## src/rtl/opl3_write_sequencer.sv

```systemverilog
`default_nettype none
// opl3_write_sequencer: buffers CPU writes to the OPL3 core in a FIFO and replays them with a fixed idle gap.
// Optional: OPL3_WRSEQ_SAMPLE_SYNC_EN gates issue on a window that opens after each sample_clk rise.
module opl3_write_sequencer #(
   parameter int DEPTH_LOG2  = 4,
   parameter int GAP_CYCLES  = 32,
   parameter int SYNC_WINDOW = 256
) (
   input  logic        clk,
   input  logic        reset,
   input  logic        cpu_we,
   input  logic [8:0]  cpu_adr,
   input  logic [7:0]  cpu_data,
   input  logic        status_clr,
   input  logic        sample_clk,
   output logic        opl3_we,
   output logic [8:0]  opl3_adr,
   output logic [7:0]  opl3_data,
   output logic        fifo_full,
   output logic        busy,
   output logic [15:0] status
);
   localparam int DEPTH = 1 << DEPTH_LOG2;

   typedef enum logic [1:0] {
      ST_IDLE  = 2'd0,
      ST_ISSUE = 2'd1,
      ST_GAP   = 2'd2
   } state_t;

   state_t                state_q, state_d;
   logic [DEPTH_LOG2-1:0] wr_ptr_q, wr_ptr_d, rd_ptr_q, rd_ptr_d;
   logic [DEPTH_LOG2:0]   level_q, level_d;
   logic [16:0]           mem_q [DEPTH];
   logic                  ovfl_q, ovfl_d;
   logic [8:0]            adr_q, adr_d;
   logic [7:0]            data_q, data_d;
   logic [7:0]            gap_q, gap_d;
   logic                  empty, push, pop, window_open;

`ifdef OPL3_WRSEQ_SAMPLE_SYNC_EN
   localparam int WIN_W = $clog2(SYNC_WINDOW + 1);
   logic             sclk_q, sclk_d, sclk_prev_q, sclk_prev_d;
   logic [WIN_W-1:0] win_q, win_d;

   always_comb begin
      sclk_d      = sample_clk;
      sclk_prev_d = sclk_q;
      win_d       = win_q;
      if (sclk_q && !sclk_prev_q)
         win_d = WIN_W'(SYNC_WINDOW);
      else if (win_q != '0)
         win_d = win_q - 1'b1;
   end

   always_ff @(posedge clk) begin
      if (reset) begin
         sclk_q      <= 1'b0;
         sclk_prev_q <= 1'b0;
         win_q       <= '0;
      end else begin
         sclk_q      <= sclk_d;
         sclk_prev_q <= sclk_prev_d;
         win_q       <= win_d;
      end
   end

   assign window_open = (win_q != '0);
`else
   logic unused_sync;
   assign unused_sync = sample_clk ^ (SYNC_WINDOW == 0);
   assign window_open = 1'b1;
`endif

   assign empty     = (level_q == '0);
   assign fifo_full = (level_q == (DEPTH_LOG2 + 1)'(DEPTH));
   assign busy      = !empty || (state_q != ST_IDLE);
   assign opl3_we   = (state_q == ST_ISSUE);
   assign opl3_adr  = adr_q;
   assign opl3_data = data_q;
   assign status    = {ovfl_q, fifo_full, empty, 4'b0, 9'(level_q)};

   always_comb begin
      state_d  = state_q;
      wr_ptr_d = wr_ptr_q;
      rd_ptr_d = rd_ptr_q;
      level_d  = level_q;
      ovfl_d   = ovfl_q;
      adr_d    = adr_q;
      data_d   = data_q;
      gap_d    = gap_q;
      push     = cpu_we && !fifo_full;
      pop      = 1'b0;

      case (state_q)
         ST_IDLE: begin
            if (!empty && window_open) begin
               pop     = 1'b1;
               adr_d   = mem_q[rd_ptr_q][16:8];
               data_d  = mem_q[rd_ptr_q][7:0];
               state_d = ST_ISSUE;
            end
         end
         ST_ISSUE: begin
            if (GAP_CYCLES == 0) begin
               state_d = ST_IDLE;
            end else begin
               state_d = ST_GAP;
               gap_d   = 8'(GAP_CYCLES - 1);
            end
         end
         ST_GAP: begin
            if (gap_q == '0)
               state_d = ST_IDLE;
            else
               gap_d = gap_q - 1'b1;
         end
         default: state_d = ST_IDLE;
      endcase

      if (push) wr_ptr_d = wr_ptr_q + 1'b1;
      if (pop)  rd_ptr_d = rd_ptr_q + 1'b1;
      if (push && !pop)
         level_d = level_q + 1'b1;
      else if (pop && !push)
         level_d = level_q - 1'b1;

      // A dropped write outranks a clear in the same cycle.
      if (cpu_we && fifo_full)
         ovfl_d = 1'b1;
      else if (status_clr)
         ovfl_d = 1'b0;
   end

   always_ff @(posedge clk) begin
      if (reset) begin
         state_q  <= ST_IDLE;
         wr_ptr_q <= '0;
         rd_ptr_q <= '0;
         level_q  <= '0;
         ovfl_q   <= 1'b0;
         adr_q    <= '0;
         data_q   <= '0;
         gap_q    <= '0;
      end else begin
         state_q  <= state_d;
         wr_ptr_q <= wr_ptr_d;
         rd_ptr_q <= rd_ptr_d;
         level_q  <= level_d;
         ovfl_q   <= ovfl_d;
         adr_q    <= adr_d;
         data_q   <= data_d;
         gap_q    <= gap_d;
      end
   end

   always_ff @(posedge clk) begin
      if (push)
         mem_q[wr_ptr_q] <= {cpu_adr, cpu_data};
   end
endmodule
`default_nettype wire

```

## config.mk

```make
export PLATFORM = sky130hd
export DESIGN_NAME = opl3_write_sequencer
export DESIGN_NICKNAME = d
export VERILOG_FILES = /design/src/rtl/opl3_write_sequencer.sv
export SDC_FILE = /design/constraint.sdc
export NUM_CORES = 1
export LEC_CHECK = 0
export BUFFER_PORTS_ARGS = -buffer_cell sky130_fd_sc_hd__buf_2
export CAP_MARGIN = 20
export CELL_PAD_IN_SITES_DETAIL_PLACEMENT = 2
export CELL_PAD_IN_SITES_GLOBAL_PLACEMENT = 2
export CORE_AREA = 2 2 138 194
export DETAILED_ROUTE_END_ITERATION = 10
export DIE_AREA = 0 0 140 196
export PLACE_DENSITY_LB_ADDON = 0.3
export SLEW_MARGIN = 10
export SYNTH_ARGS = -nofsm -noshare
export SYNTH_HDL_FRONTEND = slang
export SYNTH_SLANG_ARGS = --single-unit
```

## constraint.sdc

```tcl
create_clock -name clk -period 3.8 [get_ports clk]
set_input_delay 0.38 -clock clk [delete_from_list [all_inputs] [get_ports clk]]
set_output_delay 0.38 -clock clk [all_outputs]
set_load 0.01 [all_outputs]
```

After elaboration in Yosys (flattened, before gate mapping)
Memories as Yosys holds them, arrays and structs flattened. A register that Yosys moved wholly into a read port is not among the register bits.
Index checks and enable logic that the tools add are counted.

storage, ports and cells
  word-level logic and storage cells = 51
  ROM bits = 0
  bits in writable memories = 272
  output and inout port bits = 36
  memories = 1
  latch bits = 0
  register bits = 24
  input port bits = 22

memory list
  name   words  width  read ports  clocked after Yosys merged registers in  write ports  line  source
  mem_q  16     17     1           1                                        1            34    logic [16:0] mem_q [DEPTH];

cells by class
  $mul = 0
  add/sub/neg operators = 5
  muxes and demuxes = 13
  bitwise gates (word level) = 1
  divide/modulo/power cells = 0
  shift-type cells = 0
  eq/ne operators = 6
  reduce and logical (&&, ||, !) cells = 19
  order comparisons = 0

operator list
  cell                                                                 number
  8-bit case mux with 2 select lines                                   1
  5-bit two-way mux                                                    2
  4-bit by 1-bit adder with 4-bit output (second input constant)       2
  8-bit logical NOT                                                    1
  8-bit two-way mux                                                    1
  2-bit nonzero test                                                   4
  8-bit by 1-bit subtractor with 8-bit output (second input constant)  1
  1-bit two-way mux                                                    6
  2-bit != test (second input constant)                                3
  2-bit case mux with 3 select lines                                   1
  2-bit AND reduction                                                  3
  5-bit by 1-bit adder with 5-bit output (second input constant)       1
  5-bit == test (second input constant)                                1
  5-bit logical NOT                                                    1
  5-bit by 1-bit subtractor with 5-bit output (second input constant)  1
  1-bit logical AND                                                    4
  1-bit logical NOT                                                    4
  2-bit two-way mux                                                    2
  2-bit by 1-bit == test with 1-bit output (second input constant)     1
  2-bit == test (second input constant)                                1
  2-bit logical NOT                                                    1
  1-bit logical OR                                                     1
  1-bit inverter                                                       1

Longest topological paths before layout
Gate-level depths: netlist (run 1).

  depth after elaboration = 7
  depth in mapped cells = 12
  gate-level depth less buffers = 11

Worst setup path before layout (run 1)
Ideal clock, no wire load.

  path kind = register -> register
  from = reg level_q[2]
  to = mem mem_q[3][0] (enable)
  period minus slack after synthesis = 2.669 ns
  setup slack = 1.131 ns
  stages on the path, launching flop included = 5
  arrival = 2.257 ns
  required time = 3.388 ns
  setup time = 0.412 ns
  path buffers = 0
  cells stage by stage = dfxtp_1 -> nor4_4 -> a21boi_2 -> nand2_1 -> nor3_1

between the ends
  longest elaborated chain between the ends = 5

RTL lines
  item                                     line  source
  from (decl)                              33    logic [DEPTH_LOG2:0] level_q, level_d;
  from (signal assigned)                   149   level_q <= level_d;
  5-bit == test                            76    assign fifo_full = (level_q == (DEPTH_LOG2 + 1)'(DEPTH));
  1-bit logical NOT                        92    push = cpu_we && !fifo_full;
  1-bit logical AND                        92
  net push                                 39    logic empty, push, pop, window_open;
  1-bit two-way mux                        158   if (push)
  1-bit two-way mux (not written as such)  159   mem_q[wr_ptr_q] <= {cpu_adr, cpu_data};
  to (decl)                                34

The timed path passes the listed nets, and every way through them passes these cells.

Worst setup path in the final report (run 1)
  from = reg level_q[1]
  to = reg level_q[4]

between the ends
  longest elaborated chain between the ends = 6
  elaborated cells between the ends (all ways) = 15
  those cells by class = 2 x add/sub; 1 x eq/ne; 4 x mux; 8 x reduce/logical

RTL lines
  item                          line  source
  5-bit == test *               76
  1-bit logical NOT *           92
  1-bit logical AND *           92
  net push                      39
  1-bit logical NOT             125   else if (pop && !push)
  1-bit logical AND             125
  2-bit nonzero test (no line)  n/a

Mark *: on every way through the listed nets, which the timed path passes. The rest lies on a longest branch. The select of a mux whose other input is x is not followed.
A chain may end at the register's enable or synchronous reset.

==> results of run 1 <==
[synthesized netlist by cell type, types with 3 or more instances]
library cell    n  area [µm²]
o22ai_1        58         363
o22ai_2        10         125
nand2b_1        5        31.3
nand4b_1        3        26.3
ha_1           12         150
clkbuf_1       11        41.3
mux2i_1       138        1380
a211oi_1       19         143
buf_6           3        33.8
inv_1          11        41.3
edfxtp_1      272        8170
dfxtp_1        41         821
nor3_1          7        35.0
nand2_1        14        52.6
nor2_1         57         214
buf_2          13        65.1
nand3_1         3        15.0
a21oi_1        12        60.1
nor4_1         17         106
xor2_1         10        87.6
buf_4          24         180
[cell families after synthesis]
logic type / synth area share
and+or+nand+nor: 0.0495
adders and majority gates: 0.0137
DFF: 0.725
buffers and inverters: 0.0292
other: 0.000303
AOI/OAI and AO/OA: 0.0614
muxes: 0.112
xor gates and xnor gates: 0.00848
[area by class of cell]
| class | instances | area share |
|---|---|---|
| repair buffers | 77 | 0.0344 |
| well taps | 324 | 0.0288 |
| clock buffers | 36 | 0.0580 |
| multi-input cells | 401 | 0.223 |
| flip-flops and latches | 313 | 0.640 |
| clock inverters | 19 | 0.0131 |
| inverters | 11 | 0.00294 |
[state kept, by name, indices dropped and copies added (netlist names)]
| name | cells |
|---|---|
| wr_ptr_q | 4 |
| mem_q | 272 |
| rd_ptr_q | 4 |
| opl3_adr | 9 |
| gap_q | 8 |
| opl3_data | 8 |
| state_q | 2 |
| level_q | 5 |
| ovfl_q | 1 |
[power groups by stage]
stage | registers, µW | clock network, µW | logic, µW
after CTS | 4130 | 3090 | 1970
after detailed placement | 4200 | 0 | 1930
after floorplan | 4170 | 0 | 1260
final | 4130 | 3050 | 1940
after global routing | 4150 | 3190 | 2110
after global placement | 4170 | 0 | 1800
[tightest hold or removal path: cells and delay by family]
kind	cells	cell delay [ns]
buffers and inverters	1	0.09
and+or+nand+nor	1	0.08
AOI/OAI and AO/OA	1	0.05
[path summary, 6_finish.rpt]
kind | cells after the start | slack (ns) | start | end
worst min-delay path | 3 | 0.09 | cpu_we | ovfl_q
worst min register to register | 2 | 0.50 | opl3_data[5] | opl3_data[5]
worst max-delay path | 9 | 0.92 | level_q[1] | level_q[4]
worst max register to register | 9 | 0.92 | level_q[1] | level_q[4]
[per-stage QoR]
| step | setup WS (ns) | area [µm²] |
|---|---|---|
| after CTS | 0.871 | 14100 |
| after global placement | 1.02 | 13100 |
| final | 0.924 | 14100 |
| after global routing | 0.725 | 14100 |
| after floorplan | 1.13 | 12400 |
| after detailed placement | 0.876 | 13100 |
[layer usage]
metal,vias up,GRT usage,share of wire
met5,-,0,0
met4,0,0.0902,0.030
met3,69,0.0347,0.040
met2,189,0.499,0.54
met1,3814,0.321,0.39
li1,3107,-,-
==> out/results.txt, run 1 <==
CP bufs+invs: 1
Async SR Flop Fraction: 0
Multi-input logic area: 3130 µm²
Number of buffers created by CTS: 30
Port bufs: 48
Hold Path Class: primary input to flop
Core Area: 25800 µm²
Placed Cells: 1126
Comb pwr share: 0.212
Slew HR: 0.334
Avg Vias per Cell: 6.08
Row cnt: 70
Worst path most repeated cell: ha_1
Initial Utilization: 0.480
Post-route clock period utilization: 0.757
First-pass GRT wire length: 53000 µm
Leak: 0.00452 µW
Synth warnings: 0
Setup crit start kind: flop
Finished Core Util: 0.544
Post-CTS Hold Buffers: 0
Worst path max stage delay: 0.45 ns
Max-Cap Viols: 0
Die width: 140 µm
Clk Latency, worst-skew pair: 0.56 ns
EDFF count, synth: 272
Setup Skew: 0.0100 ns
HPWL Detailed: 21600 µm
Sequential cell area: 8990 µm²
Post-Route Setup TNS: 0 ns
Longest Clk Path Bufs: 3
Setup violations, final: 0
Vias in the first global route: 7871
Diode count: 0
DRT iter0 DRCs: 461
WP data required: 4.24 ns
Capturing element type of the critical path: flop
Worst EP arrival: 3.32 ns
Crit path cell chain: nor4_4 -> a21boi_2 -> ha_1 -> inv_1 -> ha_1 -> a21o_1 -> a21oi_1 -> mux2i_1 -> mux2_2
Fmax achieved: 348 MHz
Nets: 869
Layout cells sized above 1: 0.186
Final ANT Viol Nets: 0
Commonest non-fill, non-tap cell in the layout: edfxtp_1
#FFs+latches synth: 313
Die Area: 27400 µm²
RSZ-0062 raised after global routing: false
Mapped Cells: 769
Post-synth top flop: edfxtp_1
Least-Margin Pin Slew: 0.994 ns
Initial antenna violation count: 0
Fin Hold WS: 0.0855 ns
Family with the most delay on the worst path: compound AO/OA/AOI/OAI gates
Remaining DRCs: 2
Tot Pwr: 9110 µW
Sw Pwr: 2740 µW
Clk pwr share: 0.334
Peak supply drop: 0.459 mV
Final hold violations: 0
H-tree Lvls: 1
Die Span Y: 196 µm
Syn_area_per_cell: 16.1 µm²
Wire per inst: 30.9 µm
Failing checks: DRC
GR Overflow Total: 0
Post-CTS resize count: 0
CTS clock-pin slew for the worst setup and hold paths: 0.06 ns
Largest net degree at the start of global routing: 52
Post-route insts no fill: 1181
WS Path Type: flop to flop
Crit-path max FO: 9
Clock net sink count: 313
Cell variety after synth: 43
PwrDens: 648 nW/µm²
Switching Fraction: 0.301
Routability cong.: 0.804
Int Pwr: 6370 µW
Post-synthesis sequential area ratio: 0.725
Outcome: finished, violations left
Routed via count: 7179
Commonest cells after routing, fill and taps aside: edfxtp_1 (272), mux2i_1 (138), o22ai_1 (58)
Number of fillers in the final layout: 2229
I/O pins: 58
Postcts setup bufs: 0
Min cycle time layout: 2.88 ns
GRT Total Usage: 0.268
DRT Pass-1 Iters: 10
Synthesized area: 12400 µm²
Crit-path slowest cell: nor4_4
WL final: 36500 µm
Share of power burned in registers: 0.453
Clock root cell: clkbuf_16
TritonCTS clock tree: yes
Layout area overhead: 13.4%
Max-slew violation count: 0
No activity file was read; power rests on OpenSTA's default activity.
==> run 2, diff against run 1 <==
--- a/config.mk
+++ b/config.mk
@@ -9,9 +9,9 @@
 export CAP_MARGIN = 20
 export CELL_PAD_IN_SITES_DETAIL_PLACEMENT = 2
 export CELL_PAD_IN_SITES_GLOBAL_PLACEMENT = 2
-export CORE_AREA = 2 2 138 194
+export CORE_AREA = 2 2 150 211
 export DETAILED_ROUTE_END_ITERATION = 10
-export DIE_AREA = 0 0 140 196
+export DIE_AREA = 0 0 152 213
 export PLACE_DENSITY_LB_ADDON = 0.3
 export SLEW_MARGIN = 10
 export SYNTH_ARGS = -nofsm -noshare
==> constraint.sdc (replaced) <==
create_clock -name clk -period 2.4 [get_ports clk]
set_input_delay 0.24 -clock clk [delete_from_list [all_inputs] [get_ports clk]]
set_output_delay 0.24 -clock clk [all_outputs]
set_load 0.01 [all_outputs]
==> run 2 against run 1 <==
The run ends with setup timing left. Clock power is 63% higher. Global-route usage is 4.8 points lower. Core utilization is 6.3 points lower. First-iteration DRC count is 11% higher. Combinational power is 90% higher. Final area is 4.4% higher. Non-clock buffer count is 34 higher. Clock skew is 0.0073 ns higher. Critical path type unchanged. Largest cell class unchanged.
==> out/results.txt, run 2 (synthesized netlist as in run 1, its figures left out) <==
CP bufs+invs: 2
Crit-path slowest cell: nor4_4
RSZ-0062 raised after global routing: true
R2r startpoint: level_q[0]
Final Cell Area: 14700 µm²
Initial Utilization: 0.406
Worst path most repeated cell: ha_4
Vias in the first global route: 7967
Number of buffers created by CTS: 31
GRT Total Usage: 0.220
HPWL Detailed: 21800 µm
Reg2reg end: level_q[4]
Worst EP arrival: 2.90 ns
Hold Path Class: primary input to flop
Slew HR: 0.490
PwrDens: 1030 nW/µm²
Post-route clock period utilization: 1.02
Clock net sink count: 313
Die width: 152 µm
Max-slew violation count: 0
Nets: 904
Capturing element type of the critical path: flop
Max-Cap Viols: 0
Commonest non-fill, non-tap cell in the layout: edfxtp_1
Leak: 0.00471 µW
DRT iter0 DRCs: 510
Crit path cell chain: nor4_4 -> buf_4 -> a21boi_4 -> ha_4 -> inv_4 -> ha_4 -> a21o_1 -> a21oi_2 -> mux2i_1 -> mux2_4
H-tree Lvls: 1
Crit-path max FO: 3
Die Span Y: 213 µm
Worst path max stage delay: 0.38 ns
Layout area overhead: 18.4%
Routability cong.: 0.737
GR Overflow Total: 0
CTS clock-pin slew for the worst setup and hold paths: 0.07 ns
Hold_sp: cpu_adr[1]
Setup crit start kind: flop
Remaining DRCs: 0
Placement Cell Area: 13500 µm²
Min cycle time layout: 2.45 ns
Final ANT Viol Nets: 0
Post-Route Setup TNS: -0.0498 ns
Outcome: finished, violations left
Row cnt: 76
Worst Hold Depth: 1
WS Path Type: flop to flop
Setup violations, final: 1
Avg Vias per Cell: 5.59
Largest Register: mem_q
Least-Margin Pin Slew: 0.763 ns
Port bufs: 48
Hold worst-path end: mem_q[6][9]
Largest register FFs: 272
WP data required: 2.85 ns
R2r worst-path depth: 10
Worst Setup Slack, final: -0.0498 ns
Family with the most delay on the worst path: multiplexers
Commonest cells after routing, fill and taps aside: edfxtp_1 (272), mux2i_1 (138), o22ai_1 (58)
WL final: 35600 µm
Initial antenna violation count: 1
TritonCTS clock tree: yes
Fmax achieved: 408 MHz
Die Area: 32400 µm²
First-pass GRT wire length: 52600 µm
Failing checks: setup timing
Wire per inst: 27.8 µm
Largest net degree at the start of global routing: 39
Clock root cell: clkbuf_16
Pre-CTS WS: -0.145 ns
Final hold violations: 0
Setup Skew: 0.0173 ns
I/O pins: 58
Number of fillers in the final layout: 2822
Routed via count: 7173
Peak supply drop: 0.799 mV
DRT Pass-1 Iters: 5
Longest Clk Path Bufs: 3
Core Area: 30500 µm²
Clk Latency, worst-skew pair: 0.57 ns
Layout cells sized above 1: 0.237
Flop-to-flop setup slack: -0.05 ns
## run 2: changes by cell type in the layout (fill, tap and decap cells not counted), sizes merged, moves of 2 or more
cell / previous run / this run
dlygate4sd3: 0 / 2
buf: 77 / 109
clkinvlp: 2 / 7
clkinv: 13 / 11
## run 2: power by group
group	switching [µW]	internal, µW	total (µW)
Sequential	253	6260	6510
Combinational	2190	1490	3690
Clock	2150	2820	4970
## run 2: timing repair
item / 4_1_cts / 5_1_grt
setup endpoints to repair: 18 / 3
setup buffers: 0 / 3
pin swaps: 3 / 6
hold buffers: 2 / 0
hold endpoints to repair: 1 / 0
resized for setup: 3 / 12
## run 2: worst max-delay path by stage
stage | from | endpoint | slack [ns] | cells past startpoint
after floorplan | level_q[0] | level_q[4] | -0.16 | 11
after global placement | level_q[0] | level_q[4] | -0.06 | 10
after detailed placement | level_q[0] | level_q[4] | -0.14 | 11
after CTS | level_q[2] | level_q[4] | -0.11 | 10
after global routing | level_q[0] | level_q[4] | -0.19 | 10
final | level_q[0] | level_q[4] | -0.05 | 10
## run 2: routing by layer
metal / track usage / up-vias / routed length [µm]
met4: 0.0719 / 0 / 1000
met1: 0.269 / 3756 / 14500
met5: 0 / - / 0
li1: - / 3168 / -
met3: 0.0268 / 66 / 1390
met2: 0.406 / 183 / 18800
## run 2: through the flow
| step | hold slack, ns | power (µW) | utilization | instances |
|---|---|---|---|---|
| 2_1_floorplan | 0.339 | 8630 | - | 776 |
| 3_3_place_gp | 0.477 | 9810 | 0.442 | 1221 |
| 3_5_place_dp | 0.497 | 10100 | 0.442 | 1221 |
| 4_1_cts | 0.0199 | 15100 | 0.478 | 1280 |
| 5_1_grt | 0.0457 | 15800 | 0.481 | 1283 |
| 6_report | 0.0400 | 15200 | 0.481 | 1284 |
## run 2: area by class of cell
class	instances	area, µm²	area share
Antenna cell	1	2.50	0.000171
Clock buffer	37	871	0.0593
Clock inverter	20	189	0.0129
Inverter	11	43.8	0.00298
Multi-Input combinational cell	401	3240	0.221
Sequential cell	313	8990	0.613
Tap cell	390	488	0.0332
Timing Repair Buffer	111	847	0.0577
==> run 3, diff against run 2 <==
--- a/config.mk
+++ b/config.mk
@@ -12,7 +12,7 @@
 export CORE_AREA = 2 2 150 211
 export DETAILED_ROUTE_END_ITERATION = 10
 export DIE_AREA = 0 0 152 213
-export PLACE_DENSITY_LB_ADDON = 0.3
+export PLACE_DENSITY_LB_ADDON = 0.1
 export SLEW_MARGIN = 10
 export SYNTH_ARGS = -nofsm -noshare
 export SYNTH_HDL_FRONTEND = slang
==> run 3 against run 2 <==
Highest routed layer unchanged. Largest cell class unchanged. The run now ends clean. Die area stayed put. Critical path depth is 2 higher. Sequential share of layout area hardly changed.
==> out/results.txt, run 3 (synthesized netlist as in run 1, its figures left out) <==
Min cycle time layout: 2.35 ns
H-tree Lvls: 1
Routed via count: 7032
Setup Skew: 0.0140 ns
Layout cells sized above 1: 0.230
Worst path max stage delay: 0.34 ns
Post-route clock period utilization: 0.980
CTS clock-pin slew for the worst setup and hold paths: 0.07 ns
Crit-path slowest cell: dfxtp_2
Largest register FFs: 272
WP data required: 2.86 ns
Finished Core Util: 0.481
Wire per inst: 27.3 µm
Family with the most delay on the worst path: multiplexers
GR Overflow Total: 0
Commonest non-fill, non-tap cell in the layout: edfxtp_1
Number of fillers in the final layout: 2849
Setup crit start kind: flop
Nets: 903
Worst EP arrival: 2.81 ns
Worst path most repeated cell: ha_4
WL final: 35100 µm
Clock net sink count: 313
Max-slew violation count: 0
Hold Path Class: primary input to flop
Leak: 0.00472 µW
CP bufs+invs: 4
Longest Clk Path Bufs: 3
DRT Pass-1 Iters: 4
Remaining DRCs: 0
Die width: 152 µm
HPWL Detailed: 21000 µm
First-pass GRT wire length: 51500 µm
Placed Cells: 1220
Vias in the first global route: 7823
Crit-path max FO: 4
Clk Latency, worst-skew pair: 0.57 ns
Largest net degree at the start of global routing: 61
RSZ-0062 raised after global routing: true
Peak supply drop: 0.649 mV
Final ANT Viol Nets: 0
Number of buffers created by CTS: 30
Row cnt: 76
Die Span Y: 213 µm
Slew HR: 0.522
WS Path Type: flop to flop
Die Area: 32400 µm²
DRT iter0 DRCs: 350
Fmax achieved: 425 MHz
Layout area overhead: 18.4%
Largest Register: mem_q
Clock root cell: clkbuf_16
Max-Cap Viols: 0
TritonCTS clock tree: yes
Commonest cells after routing, fill and taps aside: edfxtp_1 (272), mux2i_1 (138), o22ai_1 (58)
Least-Margin Pin Slew: 0.718 ns
I/O pins: 58
Post-route insts no fill: 1283
Port bufs: 48
Capturing element type of the critical path: flop
Initial antenna violation count: 3
Setup violations, final: 0
Routability cong.: 0.735
Final hold violations: 0
Crit path cell chain: nor4_4 -> buf_4 -> a21boi_4 -> inv_2 -> ha_4 -> inv_4 -> buf_6 -> ha_4 -> a21o_1 -> a21oi_2 -> mux2i_1 -> mux2_2
GRT Total Usage: 0.217
Initial Utilization: 0.406
PwrDens: 1030 nW/µm²
Outcome: completed
Avg Vias per Cell: 5.48
Core Area: 30500 µm²
==> run 3: timing repair <==
item,in CTS,in global routing
gates resized for setup,7,8
endpoints found under the setup margin,2,3
buffers inserted,4,0
hold buffers,2,0
pin swaps,3,4
endpoints found under the hold margin,1,0
==> run 3: path summary, 6_finish.rpt <==
kind               startpoint           to  slack [ns]  cells past startpoint
setup / recovery   level_q[1]   level_q[4]        0.05                     12
hold / removal    cpu_data[2]  mem_q[4][2]        0.06                      1
setup reg to reg   level_q[1]   level_q[4]        0.05                     12
hold reg to reg   opl3_adr[1]  opl3_adr[1]        0.50                      2
==> run 3: cell type report <==
cell class,count,area [µm²],area share
antenna,1,2.50,0.000170
clock buffer,38,812,0.0553
clock inverter,18,214,0.0146
inverter,11,43.8,0.00298
multi-input combinational,401,3230,0.220
sequential,313,9000,0.613
tap,390,488,0.0332
timing repair buffer,111,888,0.0605
==> run 3: through the flow <==
stage          TNS, ns  instance area [µm²]  hold WS [ns]  worst slack (ns)  power [µW]
4_1_cts              0                14600        0.0212           0.00571       15200
6_report             0                14700        0.0558            0.0479       15100
3_3_place_gp   -0.0681                13500         0.477           -0.0681        9890
2_1_floorplan   -0.162                12500         0.339            -0.162        8630
5_1_grt         -0.112                14700        0.0427           -0.0794       15800
3_5_place_dp    -0.175                13500         0.499            -0.149       10100
==> run 3: worst register-to-register path: cells and delay by family, from the launching register on <==
kind,cells,cell delay (ns)
multiplexers,2,0.55
flip-flops,1,0.34
adder cells (fa/ha/maj),2,0.33
AO/OA/AOI/OAI,3,0.36
buffers and inverters,4,0.44
AND/OR/NAND/NOR,1,0.25
==> run 3: layer usage <==
layer	routed length, µm	up-vias	GRT usage
met2	19000	165	0.418
met3	1570	45	0.0237
met5	0	-	0
met1	13700	3653	0.253
met4	749	0	0.0641
li1	-	3169	-
==> run 3: report_power, final <==
part           total [µW]  internal [µW]  switching (µW)
Combinational        3620           1500            2120
Clock                4940           2920            2020
Sequential           6490           6260             230
